==> config.mk <==
export PLATFORM = sky130hd
export DESIGN_NAME = alu_cmd_ctrl_flat
export DESIGN_NICKNAME = d
export VERILOG_FILES = /design/src/rtl/alu_cmd_ctrl_if.sv /design/src/rtl/alu_cmd_ctrl.sv /design/src/flat_wrapper.sv
export SDC_FILE = /design/constraint.sdc
export NUM_CORES = 1
export LEC_CHECK = 0
export BUFFER_PORTS_ARGS = -buffer_cell sky130_fd_sc_hd__buf_4
export CORE_AREA = 3 3 62 64
export CTS_BUF_LIST = sky130_fd_sc_hd__clkbuf_4
export DETAILED_ROUTE_END_ITERATION = 8
export DIE_AREA = 0 0 65 67
export PLACE_DENSITY = 0.84
export SETUP_SLACK_MARGIN = 0.2
export SLEW_MARGIN = 5
export SYNTH_ARGS = -nofsm -noshare
export SYNTH_HDL_FRONTEND = slang
export SYNTH_SLANG_ARGS = --single-unit
==> constraint.sdc <==
create_clock -name CLK -period 5.05 [get_ports CLK]
set_clock_uncertainty 0.15 [all_clocks]
set_input_delay 1.515 -clock CLK [delete_from_list [all_inputs] [get_ports CLK]]
set_output_delay 1.515 -clock CLK [all_outputs]
set_load 0.1 [all_outputs]
==> src/rtl/alu_cmd_ctrl_if.sv <==
// Bundle of the receive, ALU and transmit signals around the ALU command sequencer.
// The master side is the sequencer; the slave side is the surrounding system.
interface alu_cmd_ctrl_if #(
    parameter int DATA_WIDTH = 8,
    parameter int FUN_WIDTH  = 4
);
    localparam int OUT_WIDTH = 2 * DATA_WIDTH;

    logic [DATA_WIDTH-1:0] RX_D;
    logic                  RX_D_VLD;
    logic [DATA_WIDTH-1:0] ALU_A;
    logic [DATA_WIDTH-1:0] ALU_B;
    logic [FUN_WIDTH-1:0]  ALU_FUN;
    logic                  ALU_EN;
    logic [OUT_WIDTH-1:0]  ALU_OUT;
    logic                  ALU_OUT_VLD;
    logic [DATA_WIDTH-1:0] TX_D;
    logic                  TX_D_VLD;
    logic                  TX_READY;
    logic                  BUSY;
    logic                  CMD_ERR;

    modport master (
        input  RX_D, RX_D_VLD, ALU_OUT, ALU_OUT_VLD, TX_READY,
        output ALU_A, ALU_B, ALU_FUN, ALU_EN, TX_D, TX_D_VLD, BUSY, CMD_ERR
    );

    modport slave (
        output RX_D, RX_D_VLD, ALU_OUT, ALU_OUT_VLD, TX_READY,
        input  ALU_A, ALU_B, ALU_FUN, ALU_EN, TX_D, TX_D_VLD, BUSY, CMD_ERR
    );
endinterface

==> src/rtl/alu_cmd_ctrl.sv <==
// ALU command sequencer: parses CC/DD byte frames, fires the ALU for one cycle,
// captures the result and returns it low byte first under valid/ready.
module alu_cmd_ctrl #(
    parameter int                  DATA_WIDTH = 8,
    parameter int                  FUN_WIDTH  = 4,
    parameter int                  OUT_WIDTH  = 2 * DATA_WIDTH,
    parameter logic [DATA_WIDTH-1:0] CMD_OPER   = 8'hCC,
    parameter logic [DATA_WIDTH-1:0] CMD_NOOPER = 8'hDD,
    parameter int                  WAIT_MAX   = 4
) (
    input  logic          CLK,
    input  logic          RST,
    alu_cmd_ctrl_if.master bus
);
    localparam int CNT_W = (WAIT_MAX > 1) ? $clog2(WAIT_MAX) : 1;

    typedef enum logic [2:0] {
        IDLE, GET_A, GET_B, GET_FUN, EXEC, WAIT_RES, SEND_LO, SEND_HI
    } state_t;

    state_t                r_state;
    state_t                w_next;
    logic                  w_err_nxt;
    logic                  w_timeout;
    logic [DATA_WIDTH-1:0] r_a;
    logic [DATA_WIDTH-1:0] r_b;
    logic [FUN_WIDTH-1:0]  r_fun;
    logic [OUT_WIDTH-1:0]  r_result;
    logic [CNT_W-1:0]      r_cnt;
    logic                  r_cmd_err;

    assign w_timeout = (r_cnt == CNT_W'(WAIT_MAX - 1));

    always_ff @(posedge CLK) begin
        if (RST) r_state <= IDLE;
        else     r_state <= w_next;
    end

    always_comb begin
        w_next    = r_state;
        w_err_nxt = 1'b0;
        case (r_state)
            IDLE: begin
                if (bus.RX_D_VLD) begin
                    if (bus.RX_D == CMD_OPER)        w_next = GET_A;
                    else if (bus.RX_D == CMD_NOOPER) w_next = GET_FUN;
                    else                             w_err_nxt = 1'b1;
                end
            end
            GET_A:    if (bus.RX_D_VLD) w_next = GET_B;
            GET_B:    if (bus.RX_D_VLD) w_next = GET_FUN;
            GET_FUN:  if (bus.RX_D_VLD) w_next = EXEC;
            EXEC:     w_next = WAIT_RES;
            WAIT_RES: begin
                // A result arriving on the last allowed cycle still wins over the timeout.
                if (bus.ALU_OUT_VLD) begin
                    w_next = SEND_LO;
                end else if (w_timeout) begin
                    w_next    = IDLE;
                    w_err_nxt = 1'b1;
                end
            end
            SEND_LO:  if (bus.TX_READY) w_next = SEND_HI;
            SEND_HI:  if (bus.TX_READY) w_next = IDLE;
            default:  w_next = IDLE;
        endcase
    end

    always_ff @(posedge CLK) begin
        if (RST) begin
            r_a       <= '0;
            r_b       <= '0;
            r_fun     <= '0;
            r_result  <= '0;
            r_cnt     <= '0;
            r_cmd_err <= 1'b0;
        end else begin
            r_cmd_err <= w_err_nxt;
            if (r_state == GET_A && bus.RX_D_VLD)   r_a   <= bus.RX_D;
            if (r_state == GET_B && bus.RX_D_VLD)   r_b   <= bus.RX_D;
            if (r_state == GET_FUN && bus.RX_D_VLD) r_fun <= bus.RX_D[FUN_WIDTH-1:0];
            if (r_state == EXEC) r_cnt <= '0;
            if (r_state == WAIT_RES) begin
                if (bus.ALU_OUT_VLD) r_result <= bus.ALU_OUT;
                else                 r_cnt    <= r_cnt + 1'b1;
            end
        end
    end

    always_comb begin
        bus.ALU_EN   = (r_state == EXEC);
        bus.TX_D_VLD = (r_state == SEND_LO) || (r_state == SEND_HI);
        bus.BUSY     = (r_state != IDLE);
        bus.CMD_ERR  = r_cmd_err;
        bus.ALU_A    = r_a;
        bus.ALU_B    = r_b;
        bus.ALU_FUN  = r_fun;
        bus.TX_D     = '0;
        if (r_state == SEND_LO)      bus.TX_D = r_result[DATA_WIDTH-1:0];
        else if (r_state == SEND_HI) bus.TX_D = r_result[OUT_WIDTH-1 -: DATA_WIDTH];
    end
endmodule

==> src/flat_wrapper.sv <==
// flat-port wrapper written by rule: the top's interface ports become plain ports
module alu_cmd_ctrl_flat 
#(
    parameter int                  DATA_WIDTH = 8,
    parameter int                  FUN_WIDTH  = 4,
    parameter int                  OUT_WIDTH  = 2 * DATA_WIDTH,
    parameter logic [DATA_WIDTH-1:0] CMD_OPER   = 8'hCC,
    parameter logic [DATA_WIDTH-1:0] CMD_NOOPER = 8'hDD,
    parameter int                  WAIT_MAX   = 4
)
  (CLK, RST, bus_RX_D, bus_RX_D_VLD, bus_ALU_OUT, bus_ALU_OUT_VLD, bus_TX_READY, bus_ALU_A, bus_ALU_B, bus_ALU_FUN, bus_ALU_EN, bus_TX_D, bus_TX_D_VLD, bus_BUSY, bus_CMD_ERR);
  alu_cmd_ctrl_if #(.DATA_WIDTH(DATA_WIDTH), .FUN_WIDTH(FUN_WIDTH)) bus_i ();
  input  logic CLK;
  input  logic RST;
  input wire logic [$bits(bus_i.RX_D)-1:0] bus_RX_D;
  input wire logic [$bits(bus_i.RX_D_VLD)-1:0] bus_RX_D_VLD;
  input wire logic [$bits(bus_i.ALU_OUT)-1:0] bus_ALU_OUT;
  input wire logic [$bits(bus_i.ALU_OUT_VLD)-1:0] bus_ALU_OUT_VLD;
  input wire logic [$bits(bus_i.TX_READY)-1:0] bus_TX_READY;
  output wire logic [$bits(bus_i.ALU_A)-1:0] bus_ALU_A;
  output wire logic [$bits(bus_i.ALU_B)-1:0] bus_ALU_B;
  output wire logic [$bits(bus_i.ALU_FUN)-1:0] bus_ALU_FUN;
  output wire logic [$bits(bus_i.ALU_EN)-1:0] bus_ALU_EN;
  output wire logic [$bits(bus_i.TX_D)-1:0] bus_TX_D;
  output wire logic [$bits(bus_i.TX_D_VLD)-1:0] bus_TX_D_VLD;
  output wire logic [$bits(bus_i.BUSY)-1:0] bus_BUSY;
  output wire logic [$bits(bus_i.CMD_ERR)-1:0] bus_CMD_ERR;
  assign bus_i.RX_D = bus_RX_D;
  assign bus_i.RX_D_VLD = bus_RX_D_VLD;
  assign bus_i.ALU_OUT = bus_ALU_OUT;
  assign bus_i.ALU_OUT_VLD = bus_ALU_OUT_VLD;
  assign bus_i.TX_READY = bus_TX_READY;
  assign bus_ALU_A = bus_i.ALU_A;
  assign bus_ALU_B = bus_i.ALU_B;
  assign bus_ALU_FUN = bus_i.ALU_FUN;
  assign bus_ALU_EN = bus_i.ALU_EN;
  assign bus_TX_D = bus_i.TX_D;
  assign bus_TX_D_VLD = bus_i.TX_D_VLD;
  assign bus_BUSY = bus_i.BUSY;
  assign bus_CMD_ERR = bus_i.CMD_ERR;
  alu_cmd_ctrl #(.DATA_WIDTH(DATA_WIDTH), .FUN_WIDTH(FUN_WIDTH), .OUT_WIDTH(OUT_WIDTH), .CMD_OPER(CMD_OPER), .CMD_NOOPER(CMD_NOOPER), .WAIT_MAX(WAIT_MAX)) u_core (.CLK(CLK), .RST(RST), .bus(bus_i));
endmodule
==> Word level (Yosys, flattened, before mapping) <==
Index checks and enable logic that the tools add are counted.
{ "totals": {"reg_bits": 42, "in_bits": 29, "wordCells": 56} }
{ "op_classes": {"n_addsub": 1, "eq_ne": 18, "n_mux": 22, "reduce_logical": 8} }
{ "op_table": {"columns": ["cell", "n"], "rows": [
  ["two-way mux 3 bit", 10],
  ["one-hot mux 3 bit (8 select lines)", 1],
  ["== test 8 bit, second input constant", 2],
  ["two-way mux 8 bit", 2],
  ["== test 3 bit, second input constant", 4],
  ["inequality test 2 bit, second input constant", 6],
  ["AND reduction 8 bit", 1],
  ["== test 3 x 2 -> 1 bit, second input constant", 2],
  ["two-way mux 2 bit", 3],
  ["two-way mux 1 bit", 5],
  ["== test 3 x 1 -> 1 bit, second input constant", 1],
  ["logical AND 1 bit", 3],
  ["logical NOT 3 bit", 1],
  ["inequality test 3 x 1 -> 1 bit, second input constant", 1],
  ["inequality test 3 x 2 -> 1 bit, second input constant", 1],
  ["nonzero test 3 bit", 1],
  ["adder 2 x 1 -> 2 bit, second input constant", 1],
  ["== test 2 bit, second input constant", 1],
  ["one-hot mux 1 bit (2 select lines)", 1],
  ["AND reduction 2 bit", 1],
  ["logical OR 1 bit", 1]
]} }

==> Longest topological paths before layout <==
{ "depth": {"ltp_word": 5, "ltp_mapped": 7} }

==> Least setup slack after synthesis <==
OpenSTA, ideal clock, no wires.
{ "synth_path": {"path_type": "register to output", "start": "register u_core.r_state[0]", "end": "output port bus_TX_D[0]", "arrival_time_ps": 2217, "required_ps": 3385, "path_slack_ps": 1168, "path_stages_with_launch": 6, "path_buffers": 3, "path_cell_list": "dfxtp_1 -> buf_2 -> buf_2 -> buf_2 -> mux2i_1 -> nor2_1"} }
{ "synth_between": {"elab_chain_len": 3, "elab_cells_between_ends": 4, "classes_between": "eq/ne (2); mux (2)"} }
{ "synth_lines": {"columns": ["element", "line_no", "text"], "rows": [
  ["from (decl)", "alu_cmd_ctrl.sv:21", "state_t r_state;"],
  ["from (signal assigned)", "alu_cmd_ctrl.sv:36", "else r_state <= w_next;"],
  ["== test 3 bit", "alu_cmd_ctrl.sv:100", "else if (r_state == SEND_HI) bus.TX_D = r_result[OUT_WIDTH-1 -: DATA_WIDTH];"],
  ["two-way mux 8 bit", "alu_cmd_ctrl.sv:100", null],
  ["two-way mux 8 bit *", "alu_cmd_ctrl.sv:99", "if (r_state == SEND_LO) bus.TX_D = r_result[DATA_WIDTH-1:0];"],
  ["to (decl)", "flat_wrapper.sv:24", "output wire logic [$bits(bus_i.TX_D)-1:0] bus_TX_D;"]
]} }
Mark *: on every way between the ends. The rest lies on a longest branch, timed or not.

==> Worst setup path after layout <==
{ "layout_path": {"start": "register u_core.r_state[0]", "end": "output port bus_TX_D[6]"} }
The elaborated chain is that of the path after synthesis.

==> results.json <==
{
  "status": "complete, no violations",
  "via_count": 1579,
  "n_antenna_cell": 0,
  "synthTopCellsByArea": "dfxtp_1 45%, mux2i_1 16%, nand2_1 7.1%, nor2_1 6.3%, a21oi_1 4.8%",
  "antenna_found_initial": 0,
  "drc": 0,
  "ir_worst_vdd_v": 0.000202,
  "grt_pass1_wl_mm": 6.71,
  "worst_ep_required_time_ns": 3.39,
  "hold_path_class": "reg -> reg",
  "p_sw_share_pct": 31.7,
  "cts_tree": "done",
  "start_util_pct": 55.7,
  "top_layer": "met4",
  "critPathLaunch": "u_core.r_state[0]",
  "synth_enable_flop_cells": 0,
  "drt_pass1_iterations": 4,
  "tightest_slew_ns": 1.01,
  "cts_buffers": 5,
  "area_growth_pct": 27.0,
  "fin_nets": 291,
  "rows": 21,
  "finalMaxSlewViolations": 0,
  "via_per_inst": 5.14,
  "cts_root_buffer": "clkbuf_4",
  "die_y_microns": 67,
  "internal-power_mw": 0.502,
  "setup_viol": 0,
  "syn_nets": 240,
  "hold_slack_ns": 0.315,
  "reg2reg_depth": 3,
  "synth_cells": 210,
  "arrival_ns": 1.97,
  "dp_hpwl_mm": 2.87,
  "grt-ovfl-total": 0,
  "ys.flop_type": "dfxtp_1",
  "grt_pass1_vias": 1484,
  "syn_area_sq_um": 1860,
  "holdBufCountCts": 0,
  "finalCriticalPeriod_ns": 3.64,
  "pin_count": 61,
  "crit_path_end": "bus_TX_D[6]",
  "synth_top_cell_by_area": "dfxtp_1",
  "cp-start-kind": "flip-flop",
  "synth_cell_types": 36,
  "worstSetupEndpointType": "output pin",
  "coreArea_sq_um": 3340,
  "grt_max_degree": 45,
  "gp_congestion": 0.851,
  "path_class": "reg -> out",
  "io_buffers": 60,
  "hold_viol_final": 0,
  "rsz0062_at_grt": "false",
  "drt-initial-drc-count": 128,
  "synth.yosys.seq_area_share_pct": 45.2,
  "ctsHtreeMaxLevel": 2,
  "r2r_slack_ns": 2.69,
  "die-area_sq_um": 4360,
  "p_leak_nw": 0.954,
  "cts.reportedPaths.clkPinSlew_ns": 0.11,
  "tns_ns": 0,
  "post_drt_wl_per_cell_microns": 13.0,
  "synth-seq-cells": 42,
  "post_cts_buffers": 0,
  "cp_max_fo": 26,
  "max_freq_mhz": 275,
  "p_comb_share_pct": 23.5,
  "r2r-end": "u_core.r_result[12]",
  "worstHoldPathCells": 2,
  "routed_wl_mm": 4.00,
  "insertion_delay_ns": 0.34,
  "drive_gt1_share_pct": 27.6,
  "drt-met1-wl_mm": 1.82,
  "avgSynthCellArea_sq_um": 8.85,
  "async_reset_ff_share_pct": 0,
  "cts-resized-gates": 0,
  "layout_worst_path_cycle_share_pct": 72.0,
  "power_density_nw_per_um2": 311,
  "synth_warnings": 0,
  "met3_length_microns": 270,
  "slew_headroom_pct": 32.7,
  "ant_nets": 0,
  "clockBufferDepth": 2,
  "p_clk_share_pct": 27.4,
  "clock-sinks": 42,
  "synth_top_area_share_pct": 45.2,
  "wl_met2_mm": 1.87,
  "seqPwrFrac_pct": 49.1,
  "cap_violations": 0,
  "regToRegStartpoint": "u_core.r_state[0]",
  "grt_use_total_pct": 20.0,
  "switching_power_mw": 0.233,
  "die_width_microns": 65
}
-- cell families after synthesis --
family                     share of synthesized area [%]
xor gates and xnor gates                           0.942
buffers and inverters                               4.58
AOI/OAI and AO/OA                                   9.69
muxes                                               17.0
DFF                                                 45.2
adders and majority gates                          0.673
and+or+nand+nor                                     21.9
-- layout make-up --
type	instances	area, sq um
Clock buffer	5	37.5
Inverter	2	7.51
Tap cell	46	57.6
Sequential cell	42	841
Fill cell	292	976
Timing Repair Buffer	60	450
Clock inverter	2	33.8
Multi-Input combinational cell	150	933
-- placed cells by master, fill, tap and decap left out, types with 2 or more instances in the layout --
cell      count
nand2b_1      3
and3_1        2
and3b_1       2
dfxtp_1      42
nand2_1      35
nand3_1       2
buf_4        60
o21ai_0       3
nor2b_1       4
inv_1         2
a22oi_1       2
mux2i_1      30
a21oi_1      18
clkbuf_4      5
nor2_1       31
-- Yosys cell counts (all sizes together) (3+ instances only) --
cell type	n
o21ai	3
nor2b	4
mux2i	30
nor2	31
nand2b	3
nand2	35
clkbuf	7
dfxtp	42
buf	9
a21oi	18
-- per-layer routing --
metal | GRT usage [%] | up-vias
li1 | - | 812
met1 | 24.6 | 725
met3 | 7.08 | 5
met5 | 0 | -
met2 | 32.3 | 37
met4 | 6.86 | 0
-- registers in the layout, indices dropped and copies added (netlist names) --
signal,cells
u_core.r_result,16
u_core.bus.CMD_ERR,1
u_core.bus.ALU_B,8
u_core.r_state,3
u_core.bus.ALU_FUN,4
u_core.bus.ALU_A,8
u_core.r_cnt,2
-- power by group through the flow --
stage / logic [mW] / registers [mW] / clock network [mW]
finish: 0.173 / 0.361 / 0.202
global route: 0.181 / 0.364 / 0.225
CTS: 0.174 / 0.361 / 0.203
detailed placement: 0.174 / 0.368 / 0
global placement: 0.172 / 0.367 / 0
floorplan: 0.0933 / 0.407 / 0
-- how the worst min path moves through the flow --
| stage | start | to | slack (ns) |
|---|---|---|---|
| floorplan | u_core.r_result[0] | u_core.r_result[0] | 0.29 |
| global placement | u_core.r_result[1] | u_core.r_result[1] | 0.29 |
| detailed placement | u_core.r_result[1] | u_core.r_result[1] | 0.30 |
| CTS | u_core.r_result[1] | u_core.r_result[1] | 0.31 |
| global route | u_core.r_result[4] | u_core.r_result[4] | 0.34 |
| finish | u_core.r_result[1] | u_core.r_result[1] | 0.31 |
-- critical path, stage by stage, from the launching register on --
cell and delay, ns:
dfxtp_1 1.01, mux2i_1 0.17, nor2_1 0.14, buf_4 0.31
-- through the flow --
step / total power, mW / std cells / area [sq um] / utilization, % / worst slack, ns
final: 0.735 / 307 / 2360 / 70.8 / 1.41
after global routing: 0.770 / 307 / 2360 / 70.8 / 1.23
after CTS: 0.737 / 307 / 2360 / 70.8 / 1.42
after detailed placement: 0.541 / 300 / 2290 / 68.6 / 1.82
after global placement: 0.540 / 300 / 2290 / 68.6 / 1.87
after floorplan: 0.501 / 210 / 1860 / - / 1.17
No activity file was read; power rests on OpenSTA's default activity.
